$ cat config.mk
export PLATFORM = sky130hd
export DESIGN_NAME = cpu_boot_seq
export DESIGN_NICKNAME = d
export VERILOG_FILES = /design/src/rtl/cpu_boot_seq.sv
export SDC_FILE = /design/constraint.sdc
export NUM_CORES = 1
export LEC_CHECK = 0
export BUFFER_PORTS_ARGS = -buffer_cell sky130_fd_sc_hd__buf_2
export CAP_MARGIN = 20
export CORE_UTILIZATION = 60
export DETAILED_ROUTE_END_ITERATION = 8
export GPL_ROUTABILITY_DRIVEN = 0
export PLACE_DENSITY = 0.85
export SYNTH_ARGS = -nofsm -noshare
export SYNTH_HDL_FRONTEND = slang
export SYNTH_SLANG_ARGS = --single-unit
$ cat constraint.sdc
create_clock -name clk -period 7.3 [get_ports clk]
set_input_delay 0.73 -clock clk [delete_from_list [all_inputs] [get_ports clk]]
set_output_delay 0.73 -clock clk [all_outputs]
set_load 0.01 [all_outputs]
$ cat src/rtl/cpu_boot_seq.sv
// Boot sequencer for the embedded stack CPU: stages host code words in a small FIFO,
// streams them into code BRAM as one LOAD burst, then hands the CPU over to RUN.
module cpu_boot_seq #(
  parameter int CODE_WORDS = 1024,
  parameter int DEPTH      = 16,
  parameter int PREFILL    = 12
) (
  input  logic        clk,
  input  logic        rst_n,
  input  logic        host_start,
  input  logic        host_halt,
  input  logic [15:0] host_wdata,
  input  logic        host_wvalid,
  output logic        host_wready,
  input  logic [15:0] rd_par,
  output logic [1:0]  cpu_rst,
  output logic [15:0] cpu_par,
  output logic        boot_done,
  output logic        busy,
  output logic        err,
  output logic [10:0] word_cnt
);

  localparam int          AW = $clog2(DEPTH);
  localparam logic [10:0] CW = 11'(CODE_WORDS);
  localparam logic [AW:0] PF = (AW+1)'(PREFILL);
  localparam logic [AW:0] DP = (AW+1)'(DEPTH);

  localparam logic [1:0] RST_OFF  = 2'b00;
  localparam logic [1:0] RST_LOAD = 2'b01;
  localparam logic [1:0] RST_RUN  = 2'b10;

  typedef enum logic [2:0] {
    S_IDLE,
    S_FILL,
    S_LOAD,
    S_SYNC,
    S_RUN,
    S_ERR
  } state_t;

  state_t      state, state_nx;

  logic [15:0] mem [DEPTH];
  logic [AW:0] wr_ptr, rd_ptr;
  logic [AW:0] level, level_nx;
  logic [10:0] push_cnt, push_cnt_nx;
  logic [10:0] word_cnt_nx;
  logic        full, empty, flush, push, pop;
  logic        err_nx, wready_nx, boot_done_nx, busy_nx;
  logic [1:0]  cpu_rst_nx;

  // Pointers carry one extra wrap bit so full and empty are distinguishable.
  assign level = wr_ptr - rd_ptr;
  assign full  = (level == DP);
  assign empty = (level == '0);
  assign flush = host_start || host_halt;

  assign push = host_wvalid && host_wready && !full && (push_cnt < CW) && !flush;
  assign pop  = (state == S_LOAD) && !empty;

  assign level_nx    = flush ? '0 : level + (AW+1)'(push) - (AW+1)'(pop);
  assign push_cnt_nx = flush ? '0 : push_cnt + 11'(push);

  // Boot data reaches the CPU only while LOAD is asserted.
  assign cpu_par = cpu_rst[0] ? mem[rd_ptr[AW-1:0]] : rd_par;

  always_comb begin
    // NOTE: every always_comb output gets a default first so no latch is inferred.
    state_nx    = state;
    err_nx      = err;
    word_cnt_nx = word_cnt;

    if (pop && (word_cnt < CW)) word_cnt_nx = word_cnt + 11'd1;

    case (state)
      S_IDLE: ;
      S_FILL: if ((level_nx >= PF) || (push_cnt_nx == CW)) state_nx = S_LOAD;
      // Underrun is caught on the edge the FIFO drains, so LOAD never spans an empty cycle.
      S_LOAD: begin
        if (word_cnt_nx == CW) begin
          state_nx = S_SYNC;
        end else if (level_nx == '0) begin
          state_nx = S_ERR;
          err_nx   = 1'b1;
        end
      end
      S_SYNC: state_nx = S_RUN;
      S_RUN:  ;
      S_ERR:  ;
      default: state_nx = S_IDLE;
    endcase

    if (host_halt) begin
      state_nx = S_IDLE;
    end else if (host_start) begin
      state_nx    = S_FILL;
      err_nx      = 1'b0;
      word_cnt_nx = '0;
    end

    wready_nx    = ((state_nx == S_FILL) || (state_nx == S_LOAD)) &&
                   (level_nx < DP) && (push_cnt_nx < CW);
    boot_done_nx = (state_nx == S_SYNC);
    busy_nx      = (state_nx == S_FILL) || (state_nx == S_LOAD) || (state_nx == S_SYNC);

    case (state_nx)
      S_LOAD:       cpu_rst_nx = RST_LOAD;
      S_SYNC, S_RUN: cpu_rst_nx = RST_RUN;
      default:      cpu_rst_nx = RST_OFF;
    endcase
  end

  always_ff @(posedge clk or negedge rst_n) begin
    if (!rst_n) begin
      state       <= S_IDLE;
      wr_ptr      <= '0;
      rd_ptr      <= '0;
      push_cnt    <= '0;
      word_cnt    <= '0;
      err         <= 1'b0;
      host_wready <= 1'b0;
      cpu_rst     <= RST_OFF;
      boot_done   <= 1'b0;
      busy        <= 1'b0;
    end else begin
      // NOTE: sequential state uses non-blocking assignments so every register samples pre-edge values.
      state       <= state_nx;
      push_cnt    <= push_cnt_nx;
      word_cnt    <= word_cnt_nx;
      err         <= err_nx;
      host_wready <= wready_nx;
      cpu_rst     <= cpu_rst_nx;
      boot_done   <= boot_done_nx;
      busy        <= busy_nx;
      if (flush) begin
        wr_ptr <= '0;
        rd_ptr <= '0;
      end else begin
        if (push) wr_ptr <= wr_ptr + 1'b1;
        if (pop)  rd_ptr <= rd_ptr + 1'b1;
      end
    end
  end

  // NOTE: the storage array has no reset; the pointers alone define which entries are valid.
  always_ff @(posedge clk) begin
    if (push) mem[wr_ptr[AW-1:0]] <= host_wdata;
  end

endmodule

# After elaboration in Yosys (flattened, before gate mapping)
# Memory sizes are Yosys's and may differ from the RTL's.
# Cells that the tools add are included.
dict set report op_classes {
  muxes 24
  n_eq_ne 12
  bitwise_logic 0
  shift 0
  multipliers 0
  n_div 0
  add_sub_neg 7
  n_lt_le_gt_ge 5
  reduce_logical 22
}
# operator n
set op_table {}
lappend op_table {{11-bit two-way mux} 4}
lappend op_table {{11-bit less-than comparator (second input constant)} 3}
lappend op_table {{5-bit two-way mux} 5}
lappend op_table {{11-bit == test (second input constant)} 2}
lappend op_table {{16-bit two-way mux} 1}
lappend op_table {{3-bit two-way mux} 5}
lappend op_table {{3-bit by 2-bit == test with 1-bit output (second input constant)} 4}
lappend op_table {{3-bit one-hot mux with 4 select lines} 1}
lappend op_table {{11-bit by 1-bit adder with 11-bit output} 1}
lappend op_table {{11-bit by 1-bit adder with 11-bit output (second input constant)} 1}
lappend op_table {{5-bit by 1-bit adder with 5-bit output (second input constant)} 2}
lappend op_table {{5-bit zero test} 2}
lappend op_table {{3-bit == test (second input constant)} 3}
lappend op_table {{1-bit logical AND} 8}
lappend op_table {{1-bit two-way mux} 7}
lappend op_table {{3-bit by 1-bit == test with 1-bit output (second input constant)} 2}
lappend op_table {{5-bit by 1-bit adder with 5-bit output} 1}
lappend op_table {{5-bit == test (second input constant)} 1}
lappend op_table {{5-bit by 4-bit greater-or-equal comparator with 1-bit output (second input constant)} 1}
lappend op_table {{5-bit less-than comparator (second input constant)} 1}
lappend op_table {{5-bit by 1-bit subtractor with 5-bit output} 1}
lappend op_table {{5-bit subtractor} 1}
lappend op_table {{1-bit logical OR} 4}
lappend op_table {{2-bit one-hot mux with 2 select lines} 1}
lappend op_table {{5 further kinds} 8}
dict set report totals {
  register_bits 41
  mem_count 1
  inputBits 37
  mem_bits_rw 256
  latch_bits 0
  out_inout_bits 33
  rom_bits 0
  wordCells 81
}
# name words word_bits rd rd_clocked_by_memory_dff wr line_no
set mem_list {}
lappend mem_list {mem 16 16 1 0 1 44} ;# logic [15:0] mem [DEPTH];

# Logic depth before layout (Yosys ltp)
# Gate-level depths: netlist of the first run.
dict set report depth {
  ltp_word 19
  mapped_depth 28
  mapped_depth_nobuf 26
}

# Worst setup path before layout of the first run
# No wires, ideal clock.
dict set report synth_timing {
  path_kind {flip-flop to flip-flop}
  from {register rd_ptr[1]}
  to {register host_wready}
  period_less_slack_ns 5.789
  n_path_buf 2
  setup_ns 0.120
  t_arrival_ns 5.668
  path_slack_ns 1.511
  stages_incl_launch_ff 29
  required_time_ns 7.180
  path_cell_list {dfrtp_1 buf_1 clkbuf_1 inv_1 ha_1 nor2b_1 o21a_1 o21ai_0 and2_1 inv_1 ha_1 nand3_1 a21oi_1 nor3_1 nand2_1 ha_1 inv_1 ha_1 inv_1 fa_1 nand2b_1 a21oi_1 o211ai_1 and2_4 xnor2_1 o41a_1 o211ai_4 or2_1 and4_1}
}
dict set report synth_via {
  elab_chain_cells 19
  elab_cells_between_ends 34
  classes_between {add/sub: 4; order compare: 3; eq/ne: 5; mux: 9; reduce/logical: 13}
}
# element line_no
set synth_lines {}
lappend synth_lines {{start: declaration} 45} ;# logic [AW:0] wr_ptr, rd_ptr;
lappend synth_lines {{start signal: assignment} 141} ;# if (pop) rd_ptr <= rd_ptr + 1'b1;
lappend synth_lines {{5-bit subtractor *} 54} ;# assign level = wr_ptr - rd_ptr;
lappend synth_lines {{5-bit == test} 55} ;# assign full = (level == DP);
lappend synth_lines {{1-bit zero test} 59} ;# assign push = host_wvalid && host_wready && !full && (push_cnt < CW) && !flush;
lappend synth_lines {{1-bit logical AND (3 in series)} 59}
lappend synth_lines {{5-bit by 1-bit adder with 5-bit output} 62} ;# assign level_nx = flush ? '0 : level + (AW+1)'(push) - (AW+1)'(pop);
lappend synth_lines {{5-bit by 1-bit subtractor with 5-bit output} 62}
lappend synth_lines {{5-bit two-way mux} 62}
lappend synth_lines {{5-bit by 4-bit greater-or-equal comparator with 1-bit output / 5-bit zero test (equally long branches)} {78, 83}}
lappend synth_lines {{[3 not listed]} --}
lappend synth_lines {{3-bit two-way mux *} 96} ;# end else if (host_start) begin
lappend synth_lines {{3-bit two-way mux *} 94} ;# if (host_halt) begin
lappend synth_lines {{via state_nx[0]} 42} ;# state_t state, state_nx;
lappend synth_lines {{3-bit by 1-bit == test with 1-bit output / 3-bit by 2-bit == test with 1-bit output (equally long branches)} 102} ;# wready_nx = ((state_nx == S_FILL) || (state_nx == S_LOAD)) &&
lappend synth_lines {{1-bit logical OR *} 102}
lappend synth_lines {{1-bit logical AND *} 102}
lappend synth_lines {{1-bit logical AND *} 103} ;# (level_nx < DP) && (push_cnt_nx < CW);
lappend synth_lines {{via wready_nx} 50} ;# logic err_nx, wready_nx, boot_done_nx, busy_nx;
lappend synth_lines {{end signal: assignment} 132} ;# host_wready <= wready_nx;
lappend synth_lines {{end: declaration} 14} ;# output logic host_wready,
# Mark *: on every way through the listed nets, which the timed path passes. The rest lies on a longest branch.
# A chain may end at the register's enable or synchronous reset.

# Worst setup path after layout of the first run
dict set report layout_timing {
  from {register rd_ptr[3]}
  to {register host_wready}
}
dict set report layout_via {
  elab_cells_between_ends 34
  classes_between {add/sub: 4; order compare: 3; eq/ne: 5; mux: 9; reduce/logical: 13}
}
# element line_no
set layout_lines {}
lappend layout_lines {{5-bit subtractor *} 54}
lappend layout_lines {{5-bit == test *} 55}
lappend layout_lines {{1-bit zero test *} 59}
lappend layout_lines {{1-bit logical AND * (3 in series)} 59}
lappend layout_lines {{11-bit by 1-bit adder with 11-bit output *} 63} ;# assign push_cnt_nx = flush ? '0 : push_cnt + 11'(push);
lappend layout_lines {{11-bit two-way mux *} 63}
lappend layout_lines {{via push_cnt_nx[10]} 47} ;# logic [10:0] push_cnt, push_cnt_nx;
lappend layout_lines {{11-bit == test *} 78} ;# S_FILL: if ((level_nx >= PF) || (push_cnt_nx == CW)) state_nx = S_LOAD;
lappend layout_lines {{[3 not listed]} --}
lappend layout_lines {{3-bit two-way mux *} 96}
lappend layout_lines {{3-bit two-way mux *} 94}
lappend layout_lines {{via state_nx[0]} 42}
lappend layout_lines {{3-bit by 1-bit == test with 1-bit output / 3-bit by 2-bit == test with 1-bit output (equally long branches)} 102}
lappend layout_lines {{1-bit logical OR *} 102}
lappend layout_lines {{1-bit logical AND *} 102}
lappend layout_lines {{1-bit logical AND *} 103}
lappend layout_lines {{via wready_nx} 50}
# Marked as above.

==> impl_metrics.tcl, run 1 <==
set metrics [dict create \
    status "finished clean" \
    ios 70 \
    synth_edf_count 256 \
    tightestPinTransition_ns 1.220 \
    fin_crit_ns 5.875 \
    die_width_um 147.4 \
    crit_top_cell "ha_1" \
    crit_path_end_kind "register" \
    post_cts_resized 0 \
    grt_pass1_wl_um 41720 \
    slew_viol_final 0 \
    crit_required_ns 7.73 \
    total_power_mw 3.382 \
    ir_worst_vdd_uv 144.5 \
    die_h_um 147.4 \
    drive_gt1_share_pct 30.98 \
    cts_buffers 29 \
    path_class "reg2reg" \
    htreeDepth 1 \
    clkTransAtPathRegs_ns 0.06 \
    detail-route-antenna-nets 0 \
    setup_viol 0 \
    r2r-start "rd_ptr[3]" \
    final_nets 829 \
    setup_ws_ns 1.425 \
    portBuffers 69 \
    final.setup.tns_ns 0 \
    synth.distinct_cells 67 \
    clock_skew_ns 0.01567 \
    hold_class "in2async" \
    grt_pass1_vias 7100 \
    final_common_cell "edfxtp_1" \
    clockBufferDepth 3 \
    comb_power_share_pct 2.1 \
    relSlewSlack_pct 18.65 \
    multi_input_area_um2 3757 \
    cp_max_fo 18 \
    clock-sinks 297 \
    intPower_mw 2.704 \
    overflow 0 \
    wl_um 27470 \
    p_switching_mw 0.6777 \
    fill_cells 1231 \
    wl_per_cell_um 25.79 \
    drc 0 \
    dp_hpwl_um 14810 \
    cp_top_family "simple AND/OR/NAND/NOR gates" \
    rsz0062_at_grt "false" \
    cp_num_buf_inv 3 \
    cp-startpoint "rd_ptr[3]" \
    period_share_pct 80.48 \
    layout_common_cells "edfxtp_1, mux4_2, buf_2, nor2_1, dfrtp_1" \
    dieArea_um2 21720 \
    p_per_area_nw_per_um2 236.7 \
    clk-insertion-delay-late_ns 0.55 \
    syn-num-nets 749 \
    yosys_register_bits 297 \
    worstPathCellList "inv_2 > ha_1 > o21ai_0 > and2_1 > inv_1 > ha_1 > nand3_1 > a21oi_1 > nor3_1 > nand2_1 > inv_1 > ha_1 > ha_1 > nand3_1 > or4_4 > a21oi_4 > nand2b_2 > o311ai_2 > o22a_2 > o211ai_4 > or2_1 > and4_1" \
    grt_max_degree 68 \
    slowest_stage "nor3_1" \
    pwr-share-seq_pct 54.7 \
    clkPwrFrac_pct 43.2 \
    hold_viol 0 \
    drt_iter0_markers 746 \
    postCtsSetupBuffers 0 \
    arrival_ns 6.30 \
    drv_cap 0 \
    coreArea_um2 20490 \
    start_kind "register" \
    track_usage_pct 26.29 \
    netlist_instances 692 \
    dr.pass1.iters 5 \
    crit_path_max_incr_delay_ns 0.66 \
    root_buffer "clkbuf_16" \
    async_flop_share_pct 13.80 \
    yosys_warnings 0 \
    num_vias 6818 \
    antenna_found_initial 0 \
    syn_area_um2 12680 \
    ys_seq_area_share_pct 68.73 \
    fmax_mhz 170.2 \
    syn_to_final_growth_pct 12.67 \
    dp_slack_ns 1.476 \
    syn_area_per_cell_um2 18.32 \
    rows 52 \
    synth_flop_cell "edfxtp_1" \
    power_switching_share_pct 20.04 \
    ctsHoldBuffers 0 \
    leakage_nw 4.933 \
    cts_tree "built" \
    fin_area_um2 14290 \
    placed_cell_area_um2 13280 \
    vias_per_cell 6.402 \
    final-seq-area_um2 8718 \
    start_util_pct 61.86 \
]
-- metrics by stage --
stage	instances	hold WS [ns]	utilization (%)
after floorplan	692	0.4344	-
after global placement	1007	0.4776	64.81
after detailed placement	1007	0.4821	64.81
after CTS	1060	0.3565	69.33
after global routing	1064	0.4040	69.69
final	1065	0.3353	69.70
-- synth_stat cells, types with 2 or more instances --
cell type / instances / area (um2)
a21boi_0: 2 / 15.01
a21o_1: 3 / 22.52
a21oi_1: 9 / 45.04
a31oi_1: 3 / 18.77
and2_1: 13 / 81.33
and2b_2: 2 / 17.52
and3_1: 11 / 68.82
and4_1: 3 / 26.28
buf_1: 10 / 37.54
buf_6: 4 / 45.04
clkbuf_1: 15 / 56.30
dfrtp_1: 41 / 1026
edfxtp_1: 256 / 7687
fa_1: 2 / 40.04
ha_1: 18 / 225.2
inv_1: 18 / 67.56
mux2_2: 16 / 180.2
mux2i_1: 3 / 30.03
mux4_2: 80 / 1802
nand2_1: 19 / 71.32
nand2b_1: 2 / 12.51
nand3_1: 17 / 85.08
nand4_1: 4 / 25.02
nor2_1: 42 / 157.7
nor2b_1: 4 / 25.02
nor3_1: 7 / 35.03
nor3b_1: 3 / 22.52
nor4_1: 3 / 18.77
o21a_1: 4 / 30.03
o21ai_0: 6 / 30.03
o31ai_1: 3 / 22.52
o41a_1: 2 / 22.52
xnor2_1: 19 / 166.4
xor2_1: 15 / 131.4
-- metal layers --
| layer | routed length (um) | share of wire [%] | GRT usage (%) |
|---|---|---|---|
| met4 | 808 | 2.9 | 9.845 |
| met2 | 14430 | 53 | 44.65 |
| met1 | 10160 | 37 | 34.23 |
| met3 | 2071 | 7.5 | 4.658 |
| met5 | 0 | 0 | 0 |
-- sequential cells by signal, indices dropped and copies added (netlist names) --
signal       count
boot_done        1
busy             1
cpu_rst          2
err              1
host_wready      1
mem            256
push_cnt        11
rd_ptr           5
state            3
word_cnt        11
wr_ptr           5
-- power by group through the flow --
stage | Sequential [mW] | Clock [mW] | Combinational (mW)
2_1_floorplan | 1.89 | 0 | 0.0305
3_3_place_gp | 1.89 | 0 | 0.0654
3_5_place_dp | 1.89 | 0 | 0.0703
4_1_cts | 1.85 | 1.47 | 0.0711
5_1_grt | 1.85 | 1.53 | 0.0792
6_report | 1.85 | 1.46 | 0.0722
-- path summary, 6_finish.rpt --
kind	endpoint	slack, ns	cells past startpoint
worst min-delay path	rd_ptr[3]	0.34	1
min in group clk	err	0.50	1
worst max-delay path	host_wready	1.42	22
worst min register to register	err	0.50	1
worst max register to register	host_wready	1.42	22
max in group asynchronous	rd_ptr[0]	6.29	1
-- cells by family after synthesis --
family                   synth area share, %
flip-flops                             68.73
AND/OR/NAND/NOR                        6.040
multiplexers                           15.87
buffers and inverters                  1.757
AO/OA/AOI/OAI                          3.168
XOR/XNOR                               2.349
adder cells (fa/ha/maj)                2.092
-- layout make-up --
cell class                 count  share of cell area [%]
antenna                        1                 0.01752
inverter                      19                  0.4993
multi-input combinational    345                   26.30
timing repair buffer          80                   3.293
clock inverter                17                   1.016
sequential                   297                   61.03
clock buffer                  36                   5.474
tap                          270                   2.365
Note: power is estimated with default switching activity, not from simulation.
==> run 2: changes to the inputs <==
Settings changed: CORE_UTILIZATION 60 to 55, PLACE_DENSITY 0.85 to 0.82.
Clock period 7.3 ns to 5.4 ns, I/O delays scaled along.
==> impl_metrics.tcl, run 2 (synthesized netlist as in run 1, its figures left out) <==
set metrics [dict create \
    cts_buffers 29 \
    coreArea_um2 22640 \
    grt_pass1_wl_um 39970 \
    power_switching_share_pct 19.66 \
    rows 55 \
    start_kind "register" \
    portBuffers 69 \
    clock_skew_ns 0.01090 \
    track_usage_pct 22.92 \
    drc 0 \
    cp_num_buf_inv 4 \
    dp_hpwl_um 14460 \
    hold_class "in2async" \
    r2r-start "rd_ptr[1]" \
    htreeDepth 1 \
    crit_required_ns 5.84 \
    p_per_area_nw_per_um2 322.2 \
    ctsHoldBuffers 0 \
    largest_reg_flops 256 \
    antenna_found_initial 0 \
    syn_to_final_growth_pct 13.76 \
    cp_max_fo 4 \
    grt_max_degree 68 \
    fill_cells 1503 \
    ir_worst_vdd_uv 295.2 \
    clkPwrFrac_pct 44.0 \
    crit_path_end_kind "register" \
    pwr-share-seq_pct 53.8 \
    start_util_pct 56.00 \
    rrSetupSlack_ns 0.21 \
    period_share_pct 96.09 \
    num_vias 6657 \
    arrival_ns 5.63 \
    r2r_cells 26 \
    p_switching_mw 0.9134 \
    wl_um 26120 \
    fin_crit_ns 5.189 \
    detail-route-antenna-nets 0 \
    crit_path_max_incr_delay_ns 0.40 \
    final_nets 834 \
    hold_viol 0 \
    setup_ws_ns 0.2114 \
    layout_common_cells "edfxtp_1, mux4_2, buf_2, nor2_1, dfrtp_1" \
    drive_gt1_share_pct 32.75 \
    cp_top_family "simple AND/OR/NAND/NOR gates" \
    grt_pass1_vias 6912 \
    worstReg2RegEnd "host_wready" \
    slew_viol_final 0 \
    path_class "reg2reg" \
    wl_per_cell_um 24.07 \
    status "finished clean" \
    post-route-util_pct 63.70 \
    root_buffer "clkbuf_16" \
    drt_iter0_markers 557 \
    clk-insertion-delay-late_ns 0.56 \
    drv_cap 0 \
    ios 70 \
    slowest_stage "dfrtp_2" \
    clkTransAtPathRegs_ns 0.06 \
    final_common_cell "edfxtp_1" \
    overflow 0 \
    comb_power_share_pct 2.1 \
    dieArea_um2 23660 \
    leakage_nw 4.996 \
    relSlewSlack_pct 23.31 \
    die_width_um 153.8 \
    die_h_um 153.8 \
    clockBufferDepth 3 \
    dp_slack_ns 0.03403 \
    cts_tree "built" \
    intPower_mw 3.734 \
    dr.pass1.iters 5 \
    antenna_cells 0 \
    setup_viol 0 \
    clock-sinks 297 \
    tightestPinTransition_ns 1.150 \
    total_power_mw 4.647 \
    vias_per_cell 6.135 \
    fmax_mhz 192.7 \
]
run 2: changes by cell type in the layout (fill, tap and decap cells not counted), moves of 2 or more:
cell / before / now
bufinv_16: 2 / 4
buf_4: 7 / 13
a21oi_1: 9 / 6
clkbuf_8: 3 / 1
inv_6: 2 / 0
clkbuf_1: 4 / 6
clkinv_1: 4 / 2
a21oi_2: 0 / 2
nor3_1: 6 / 4
clkinvlp_4: 0 / 2
run 2: worst max path at each step:
stage               startpoint          end  cells past startpoint
CTS                  wr_ptr[1]  host_wready                     24
global route         rd_ptr[1]  host_wready                     26
floorplan            rd_ptr[2]  host_wready                     27
global placement     wr_ptr[1]  host_wready                     24
finish               rd_ptr[1]  host_wready                     26
detailed placement   wr_ptr[1]  host_wready                     24
run 2: power groups by stage:
stage          combinational (mW)  sequential [mW]  clock (mW)
2_1_floorplan              0.0416             2.55           0
3_3_place_gp               0.0893             2.55           0
3_5_place_dp               0.0966             2.55           0
4_1_cts                    0.0973             2.50        2.07
5_1_grt                     0.108             2.50        2.16
6_report                   0.0989             2.50        2.05
run 2: layer usage:
layer | wire length (um) | GRT usage (%) | vias up
li1 | - | - | 2921
met1 | 9958 | 29.54 | 3423
met2 | 13660 | 40.22 | 256
met3 | 1713 | 3.157 | 57
met4 | 791 | 7.857 | 0
met5 | 0 | 0 | -
run 2: what timing repair did:
| action | in CTS | in global routing |
|---|---|---|
| setup buffers | 0 | 2 |
| endpoints found under the setup margin | 0 | 5 |
| gates resized for setup | 0 | 10 |
run 2: final cells by class:
| class | instances | area (um2) | share of cell area, % |
|---|---|---|---|
| Sequential cell | 297 | 8720 | 60.46 |
| Multi-Input combinational cell | 345 | 3810 | 26.42 |
| Clock buffer | 36 | 762.0 | 5.283 |
| Timing Repair Buffer | 85 | 488.0 | 3.383 |
| Tap cell | 285 | 356.6 | 2.472 |
| Clock inverter | 18 | 215.2 | 1.492 |
| Inverter | 19 | 71.32 | 0.4945 |
run 2: through the flow:
step / TNS (ns) / hold slack [ns] / cell area, um2 / instances
2_1_floorplan: 0 / 0.2444 / 12690 / 692
3_3_place_gp: 0 / 0.4786 / 13340 / 1026
3_5_place_dp: 0 / 0.4935 / 13340 / 1026
4_1_cts: 0 / 0.1408 / 14320 / 1080
5_1_grt: -0.02820 / 0.1904 / 14420 / 1085
6_report: 0 / 0.1235 / 14420 / 1085
